[src/rtl/uart_rx_if.sv]
// Serial-in / byte-out bundle of the UART debug-link receiver.
// The receiver uses the slave side; the source of rx/s_tick uses the master side.
interface uart_rx_if #(
  parameter int NB_DATA = 8
);
  logic               s_tick;
  logic               rx;
  logic [NB_DATA-1:0] dout;
  logic               rx_done_tick;
  logic               framing_error;

  modport master (
    output s_tick,
    output rx,
    input  dout,
    input  rx_done_tick,
    input  framing_error
  );

  modport slave (
    input  s_tick,
    input  rx,
    output dout,
    output rx_done_tick,
    output framing_error
  );
endinterface

[src/rtl/uart_rx.sv]
// 8-N-1 UART receiver driven by a shared 16x oversampling tick.
// Presents each well-framed byte on dout with a one-clock rx_done_tick.
module uart_rx #(
  parameter int NB_DATA     = 8,
  parameter int SB_TICK     = 16,
  parameter int NB_TICK_CNT = 4
) (
  input  logic      clock,
  input  logic      reset,
  uart_rx_if.slave  bus
);
  localparam int NB_BIT_CNT = $clog2(NB_DATA);

  localparam logic [NB_TICK_CNT-1:0] START_MID = NB_TICK_CNT'(7);
  localparam logic [NB_TICK_CNT-1:0] DATA_MID  = NB_TICK_CNT'(15);
  localparam logic [NB_TICK_CNT-1:0] STOP_MID  = NB_TICK_CNT'(SB_TICK - 1);
  localparam logic [NB_BIT_CNT-1:0]  BIT_LAST  = NB_BIT_CNT'(NB_DATA - 1);

  typedef enum logic [1:0] {
    IDLE  = 2'd0,
    START = 2'd1,
    DATA  = 2'd2,
    STOP  = 2'd3
  } state_t;

  state_t                 state_r;
  logic [NB_TICK_CNT-1:0] s_r;
  logic [NB_BIT_CNT-1:0]  n_r;
  logic [NB_DATA-1:0]     b_r;
  logic [NB_DATA-1:0]     dout_r;
  logic                   done_r;
  logic                   ferr_r;
  logic [1:0]             sync_r;
  logic                   rx_s;

  assign rx_s              = sync_r[1];
  assign bus.dout          = dout_r;
  assign bus.rx_done_tick  = done_r;
  assign bus.framing_error = ferr_r;

  // Two-flop synchronizer; resets to the idle (high) line level.
  always_ff @(posedge clock or posedge reset) begin
    if (reset) begin
      sync_r <= 2'b11;
    end else begin
      sync_r <= {sync_r[0], bus.rx};
    end
  end

  // Frame FSM: every sample point sits mid-bit, counted in oversampling ticks.
  always_ff @(posedge clock or posedge reset) begin
    if (reset) begin
      state_r <= IDLE;
      s_r     <= '0;
      n_r     <= '0;
      b_r     <= '0;
      dout_r  <= '0;
      done_r  <= 1'b0;
      ferr_r  <= 1'b0;
    end else begin
      done_r <= 1'b0;
      ferr_r <= 1'b0;
      case (state_r)
        IDLE: begin
          if (!rx_s) begin
            state_r <= START;
            s_r     <= '0;
          end
        end
        START: begin
          if (bus.s_tick) begin
            if (s_r == START_MID) begin
              // A line that is high again at mid start bit was only a glitch.
              state_r <= rx_s ? IDLE : DATA;
              s_r     <= '0;
              n_r     <= '0;
            end else begin
              s_r <= s_r + NB_TICK_CNT'(1);
            end
          end
        end
        DATA: begin
          if (bus.s_tick) begin
            if (s_r == DATA_MID) begin
              b_r <= {rx_s, b_r[NB_DATA-1:1]};
              s_r <= '0;
              if (n_r == BIT_LAST) begin
                state_r <= STOP;
              end else begin
                n_r <= n_r + NB_BIT_CNT'(1);
              end
            end else begin
              s_r <= s_r + NB_TICK_CNT'(1);
            end
          end
        end
        STOP: begin
          if (bus.s_tick) begin
            if (s_r == STOP_MID) begin
              if (rx_s) begin
                dout_r <= b_r;
                done_r <= 1'b1;
              end else begin
                ferr_r <= 1'b1;
              end
              state_r <= IDLE;
              s_r     <= '0;
            end else begin
              s_r <= s_r + NB_TICK_CNT'(1);
            end
          end
        end
        default: begin
          state_r <= IDLE;
          s_r     <= '0;
          n_r     <= '0;
        end
      endcase
    end
  end
endmodule

[src/flat_wrapper.sv]
// flat-port wrapper written by rule: the top's interface ports become plain ports
module uart_rx_flat 
#(
  parameter int NB_DATA     = 8,
  parameter int SB_TICK     = 16,
  parameter int NB_TICK_CNT = 4
)
  (clock, reset, bus_s_tick, bus_rx, bus_dout, bus_rx_done_tick, bus_framing_error);
  uart_rx_if #(.NB_DATA(NB_DATA)) bus_i ();
  input  logic clock;
  input  logic reset;
  input wire logic [$bits(bus_i.s_tick)-1:0] bus_s_tick;
  input wire logic [$bits(bus_i.rx)-1:0] bus_rx;
  output wire logic [$bits(bus_i.dout)-1:0] bus_dout;
  output wire logic [$bits(bus_i.rx_done_tick)-1:0] bus_rx_done_tick;
  output wire logic [$bits(bus_i.framing_error)-1:0] bus_framing_error;
  assign bus_i.s_tick = bus_s_tick;
  assign bus_i.rx = bus_rx;
  assign bus_dout = bus_i.dout;
  assign bus_rx_done_tick = bus_i.rx_done_tick;
  assign bus_framing_error = bus_i.framing_error;
  uart_rx #(.NB_DATA(NB_DATA), .SB_TICK(SB_TICK), .NB_TICK_CNT(NB_TICK_CNT)) u_core (.clock(clock), .reset(reset), .bus(bus_i));
endmodule
[config.mk]
export PLATFORM = sky130hd
export DESIGN_NAME = uart_rx_flat
export DESIGN_NICKNAME = d
export VERILOG_FILES = /design/src/rtl/uart_rx_if.sv /design/src/rtl/uart_rx.sv /design/src/flat_wrapper.sv
export SDC_FILE = /design/constraint.sdc
export NUM_CORES = 1
export LEC_CHECK = 0
export CORE_AREA = 4 4 66 68
export CTS_CLUSTER_DIAMETER = 40
export DETAILED_ROUTE_END_ITERATION = 10
export DIE_AREA = 0 0 70 72
export SYNTH_ARGS = -nofsm -noshare
export SYNTH_HDL_FRONTEND = slang
export SYNTH_SLANG_ARGS = --single-unit
[constraint.sdc]
create_clock -name clock -period 1.6 [get_ports clock]
set_input_delay 0.32 -clock clock [delete_from_list [all_inputs] [get_ports clock]]
set_output_delay 0.32 -clock clock [all_outputs]
set_load 0.05 [all_outputs]
==> metrics.cfg <==
[floorplan]
rows = 23
io_pins = 14
die_area_um2 = 5040
core_um2 = 3860
die_h_um = 72
die_w_um = 70
start_util_pct = 32.7

[setup_path]
rrSetupSlack_ns = 0.04
cp_data_required_time_ns = 1.76
crit_top_cell = ha_2
arrival_ns = 1.72
path_cells = ha_2 > ha_2 > nor4_4 > nor2_2 > mux2_4
cpPeakStageDelay_ns = 0.39
crit_path_end_kind = register
path_class = register to register
crit_fanout = 3
worst_setup_path_start_kind = register
worst_path_max_delay_cell = dfrtp_1

[clock_tree]
clkTransAtPathRegs_ns = 0.06
htreeDepth = 2
clock_latency_ns = 0.28
cts-root-buf = clkbuf_8
cts_buffer_depth = 2
cts_buffers = 5
cts_tree = built
clock_sinks = 29

[grt]
grt_max_degree = 30
grt.overflow.total = 0
grt_pass1_wl_um = 3950
gr-usage-all-layers_pct = 10.2
grt_pass1_vias = 875
antenna_found_initial = 0

[synth]
synth_area_per_cell_um2 = 13.4
ys_warn_count = 0
synth_seq_cells = 29
netlist_area_um2 = 1260
synthCells = 94
ys_seq_area_share_pct = 57.7
synth_cell_types = 32
syn_nets = 101

[placement]
io_buffers = 13
gp_routability_congestion = 0.737
place_ws_ns = -0.258
dp_hpwl_um = 1610

[timing]
max_slew_margin_pct = 76.0
finalClockSkew_ns = 0.00847
setup_violations = 0
hold_viol_final = 0
setup_slack_ns = 0.0408
worst_pin_slew_ns = 0.360
fmax_ghz = 0.641
min_period_ns = 1.56
slew_violations = 0
finalCritPeriodShare_pct = 97.4

[pwr]
leakagePower_nw = 0.800
peakVddDrop_mv = 0.420
powerDensity_nw_per_um2 = 1210

[min_path]
hold_path_class = register to register

[layout]
fin_nets = 130
antennaDiodeCount = 0
area_growth_pct = 31.1
layout-drive-gt1-share_pct = 49.2
nFillCells = 377
final_util_pct = 42.9

[run_status]
status = complete, no violations

[routing]
drtIter0Drc = 18
vias_per_cell = 4.74
final_antenna_net_count = 0
wl_per_cell_um = 13.3
firstDrtPassIters = 4
wirelength_um = 2320
vias = 825
drc = 0

[run]
maxCapViolCount = 0

final timing paths:
check,from,endpoint,depth (start not counted)
worst max-delay path,u_core.n_r[0]$_DFFE_PP0P_,u_core.n_r[0]$_DFFE_PP0P_,5
worst min-delay path,u_core.sync_r[0]$_DFF_PP1_,u_core.sync_r[1]$_DFF_PP1_,0
worst max register to register,u_core.n_r[0]$_DFFE_PP0P_,u_core.n_r[0]$_DFFE_PP0P_,5
worst min register to register,u_core.sync_r[0]$_DFF_PP1_,u_core.sync_r[1]$_DFF_PP1_,0
max in group asynchronous,reset,u_core.sync_r[0]$_DFF_PP1_,3
min in group asynchronous,reset,u_core.b_r[2]$_DFFE_PP0P_,3
cell usage in the layout (no fill, tap or decap), types with 3 or more instances in the layout:
cell type | synthesis | layout
o21ai_0 | 3 | 3
nand3_1 | 5 | 5
nand2_1 | 4 | 4
mux2_2 | 17 | 16
clkbuf_8 | 0 | 6
dfrtp_1 | 27 | 26
buf_4 | 1 | 22
inv_1 | 4 | 4
layout make-up:
| type | count | area (um2) | share of cell area (%) |
|---|---|---|---|
| multi-input cells | 57 | 514 | 31.1 |
| repair buffers | 26 | 218 | 13.2 |
| clock inverters | 1 | 30.0 | 1.81 |
| clock buffers | 7 | 86.3 | 5.22 |
| well taps | 50 | 62.6 | 3.78 |
| inverters | 4 | 15.0 | 0.907 |
| flip-flops and latches | 29 | 729 | 44.1 |
worst max-delay path: cells and delay by family (launching register included):
family / cells / cell delay, ns
flops: 1 / 0.39
simple gates: 2 / 0.40
fa+ha+maj: 2 / 0.39
mux: 1 / 0.27
cells in the mapped netlist:
library cell	n	area share [%]
clkbuf_2	1	0.40
a21oi_1	2	0.79
dfrtp_1	27	54
o21ai_0	3	1.2
nor4_4	1	1.7
nor3b_1	2	1.2
nand2_1	4	1.2
mux2i_1	1	0.79
o22a_2	1	0.79
o311ai_0	1	0.69
nor2_1	2	0.59
a22o_2	1	0.79
o22ai_1	1	0.50
ha_1	3	3.0
nand2_2	1	0.50
nand3_2	1	0.79
nor4b_1	1	0.69
nor3_4	1	1.3
nor3_1	2	0.79
buf_6	1	0.89
dfstp_2	2	4.2
buf_4	1	0.59
mux2_2	17	15
nand4_1	1	0.50
xnor2_1	1	0.69
buf_2	1	0.40
or4_1	1	0.59
nand3_1	5	2.0
a32o_1	1	0.79
nor2_2	1	0.50
a22o_1	2	1.4
inv_1	4	1.2
cell families after synthesis:
| kind of cell | share of synthesized area, % |
|---|---|
| compound gates | 6.94 |
| fa+ha+maj | 2.97 |
| simple gates | 12.3 |
| xor+xnor | 0.694 |
| mux | 16.0 |
| flops | 57.7 |
| buf+inv | 3.47 |
metrics by stage:
| step | TNS [ns] | instances | power [mW] | hold WS (ns) | area [um2] |
|---|---|---|---|---|---|
| floorplan | 0 | 94 | 1.10 | 0.324 | 1260 |
| global placement | -3.66 | 164 | 1.18 | 0.347 | 1500 |
| detailed placement | -4.09 | 164 | 1.20 | 0.348 | 1500 |
| CTS | 0 | 172 | 2.00 | 0.357 | 1620 |
| global route | -0.0149 | 174 | 2.11 | 0.366 | 1660 |
| finish | 0 | 174 | 2.00 | 0.356 | 1660 |
layer usage:
layer | wire length, um | track usage [%] | up-vias | share of wire (%)
met1 | 966 | 10.6 | 403 | 42
li1 | - | - | 397 | -
met5 | 0 | 0 | - | 0
met4 | 68 | 6.38 | 0 | 2.9
met2 | 1180 | 17.2 | 19 | 51
met3 | 103 | 4.02 | 6 | 4.4
where the power goes:
part           leakage [nW]  switching (mW)  internal [mW]  total, mW
combinational         0.361           0.155          0.173      0.328
sequential            0.381          0.0917          0.799      0.891
clock                0.0585           0.276          0.507      0.783
flip-flops by register name (all words and copies together), names as in the netlist, named ones only:
name and count:
u_core.bus.framing_error 1, u_core.b_r 8, u_core.sync_r 2, u_core.state_r 1
u_core.n_r 3, u_core.s_r 4, u_core.bus.dout 8, u_core.bus.rx_done_tick 1
repair_timing:
action                     4_1_cts  5_1_grt
pin swaps                        1        3
resized for setup                3        5
buffers inserted                 0        2
setup endpoints to repair        7       16
hold buffers                     0        0
Note: power is estimated with default switching activity, not from simulation.
==> RTL edit (same settings) <==
`NB_TICK_CNT` is set to 4 in 2 places; all go to 2.
--- a/src/rtl/uart_rx.sv
+++ b/src/rtl/uart_rx.sv
@@ -5,3 +5,3 @@
   parameter int SB_TICK     = 16,
-  parameter int NB_TICK_CNT = 4
+  parameter int NB_TICK_CNT = 2
 ) (
--- a/src/flat_wrapper.sv
+++ b/src/flat_wrapper.sv
@@ -5,3 +5,3 @@
   parameter int SB_TICK     = 16,
-  parameter int NB_TICK_CNT = 4
+  parameter int NB_TICK_CNT = 2
 )
Behaviour: no difference found for any inputs over 10 cycles, from zero or initial values and one cycle with reset high; that may be too few to reach the edited logic, so the function may still have changed.
==> RTL edit against the original RTL <==
Sequential cell count fell by 2; cell area fell by 15%; area after synthesis fell by 9.9%; fmax rose by 2.8%; non-clock buffer count fell by 6; core utilization fell by 6.7 points; setup slack improved by 42 ps; sequential share of layout area rose by 4.4 points; total power fell by 20%; worst hold slack got worse by 110 ps; clock power fell by 50%; routed wire length fell by 15%; critical endpoint unchanged; largest power group unchanged; highest routed layer unchanged.
==> RTL edit: results <==
group,metric,value,unit
layout,multi_input_comb_area,433,sq um
layout,nFlopsAndLatches,27,
pwr,irDropWorstVdd,0.629,mV
routing,vias,707,
layout,drive_gt1_share,43.7,%
routing,wl_met1,798,um
place,routabilityCongestion,0.755,
clock_network,ctsResizeCount,0,
worst_setup_path,startpoint,"u_core.n_r[1]",
place,dp_hpwl,1480,um
routing,route.met3.wl,68,um
logic_synthesis,synth_cell_types,20,
global_route,grt_pass1_vias,706,
clock_network,clk_pin_slew_worst_paths,90,ps
outcome,status,"complete, no violations",
logic_synthesis,synthesis.nets,89,
timing,slew_headroom,75.3,%
global_route,grt_max_degree,17,
routing,drt_wl_total,1980,um
global_route,use_met3,1.52,%
logic_synthesis,syn_area_per_cell,14.0,sq um
worst_setup_path,max_stage_delay,410,ps
place,place_area,1340,sq um
layout,nNonClkInverters,5,
timing,fin_skew,5.53,ps
global_route,grt_pass1_wl,3190,um
-- RTL edit: cell types whose count changed after synthesis, moves of 2 or more --
| cell | before | now |
|---|---|---|
| a21oi_1 | 2 | 0 |
| a22o_1 | 2 | 0 |
| dfrtp_1 | 27 | 25 |
| mux2i_1 | 1 | 4 |
| nand2_1 | 4 | 2 |
| nand3_1 | 5 | 3 |
| nor2_1 | 2 | 4 |
| nor3_1 | 2 | 0 |
| nor3b_1 | 2 | 0 |
| o22ai_1 | 1 | 3 |
-- RTL edit: cells by family (layout without fill, tap and decap cells) --
kind of cell    count (synthesis)  count (layout)  share of synthesized area [%]
flops                          27              27                           59.6
fa+ha+maj                       4               4                           4.40
mux                            21              21                           20.4
simple gates                   13              13                           7.92
buf+inv                         7              29                           2.75
xor+xnor                        1               1                          0.770
compound gates                  8               8                           4.18
-- RTL edit: metrics by stage --
stage / setup slack, ps / util (%) / instances / power [W] / hold slack (ps)
floorplan: 204 / - / 81 / 0.00110 / 324
global placement: -95.0 / 34.7 / 148 / 0.00119 / 347
detailed placement: -147 / 34.7 / 148 / 0.00122 / 351
CTS: 33.3 / 36.0 / 152 / 0.00162 / 243
global route: -17.4 / 36.3 / 153 / 0.00170 / 254
finish: 83.0 / 36.3 / 153 / 0.00160 / 242
-- RTL edit: power by group through the flow --
stage	Clock, W	Sequential [W]	Combinational (W)
after detailed placement	0	0.000862	0.000359
after global placement	0	0.000856	0.000330
after global routing	0.000436	0.000866	0.000400
after CTS	0.000409	0.000850	0.000357
after floorplan	0	0.000865	0.000240
final	0.000388	0.000849	0.000360
-- RTL edit: critical path, delay by kind of cell, from the launching register on --
family                     cells  cell delay, ps
DFF                            1             410
adders and majority gates      2             390
and+or+nand+nor                1             280
xor gates and xnor gates       1             220
AOI/OAI and AO/OA              1             100
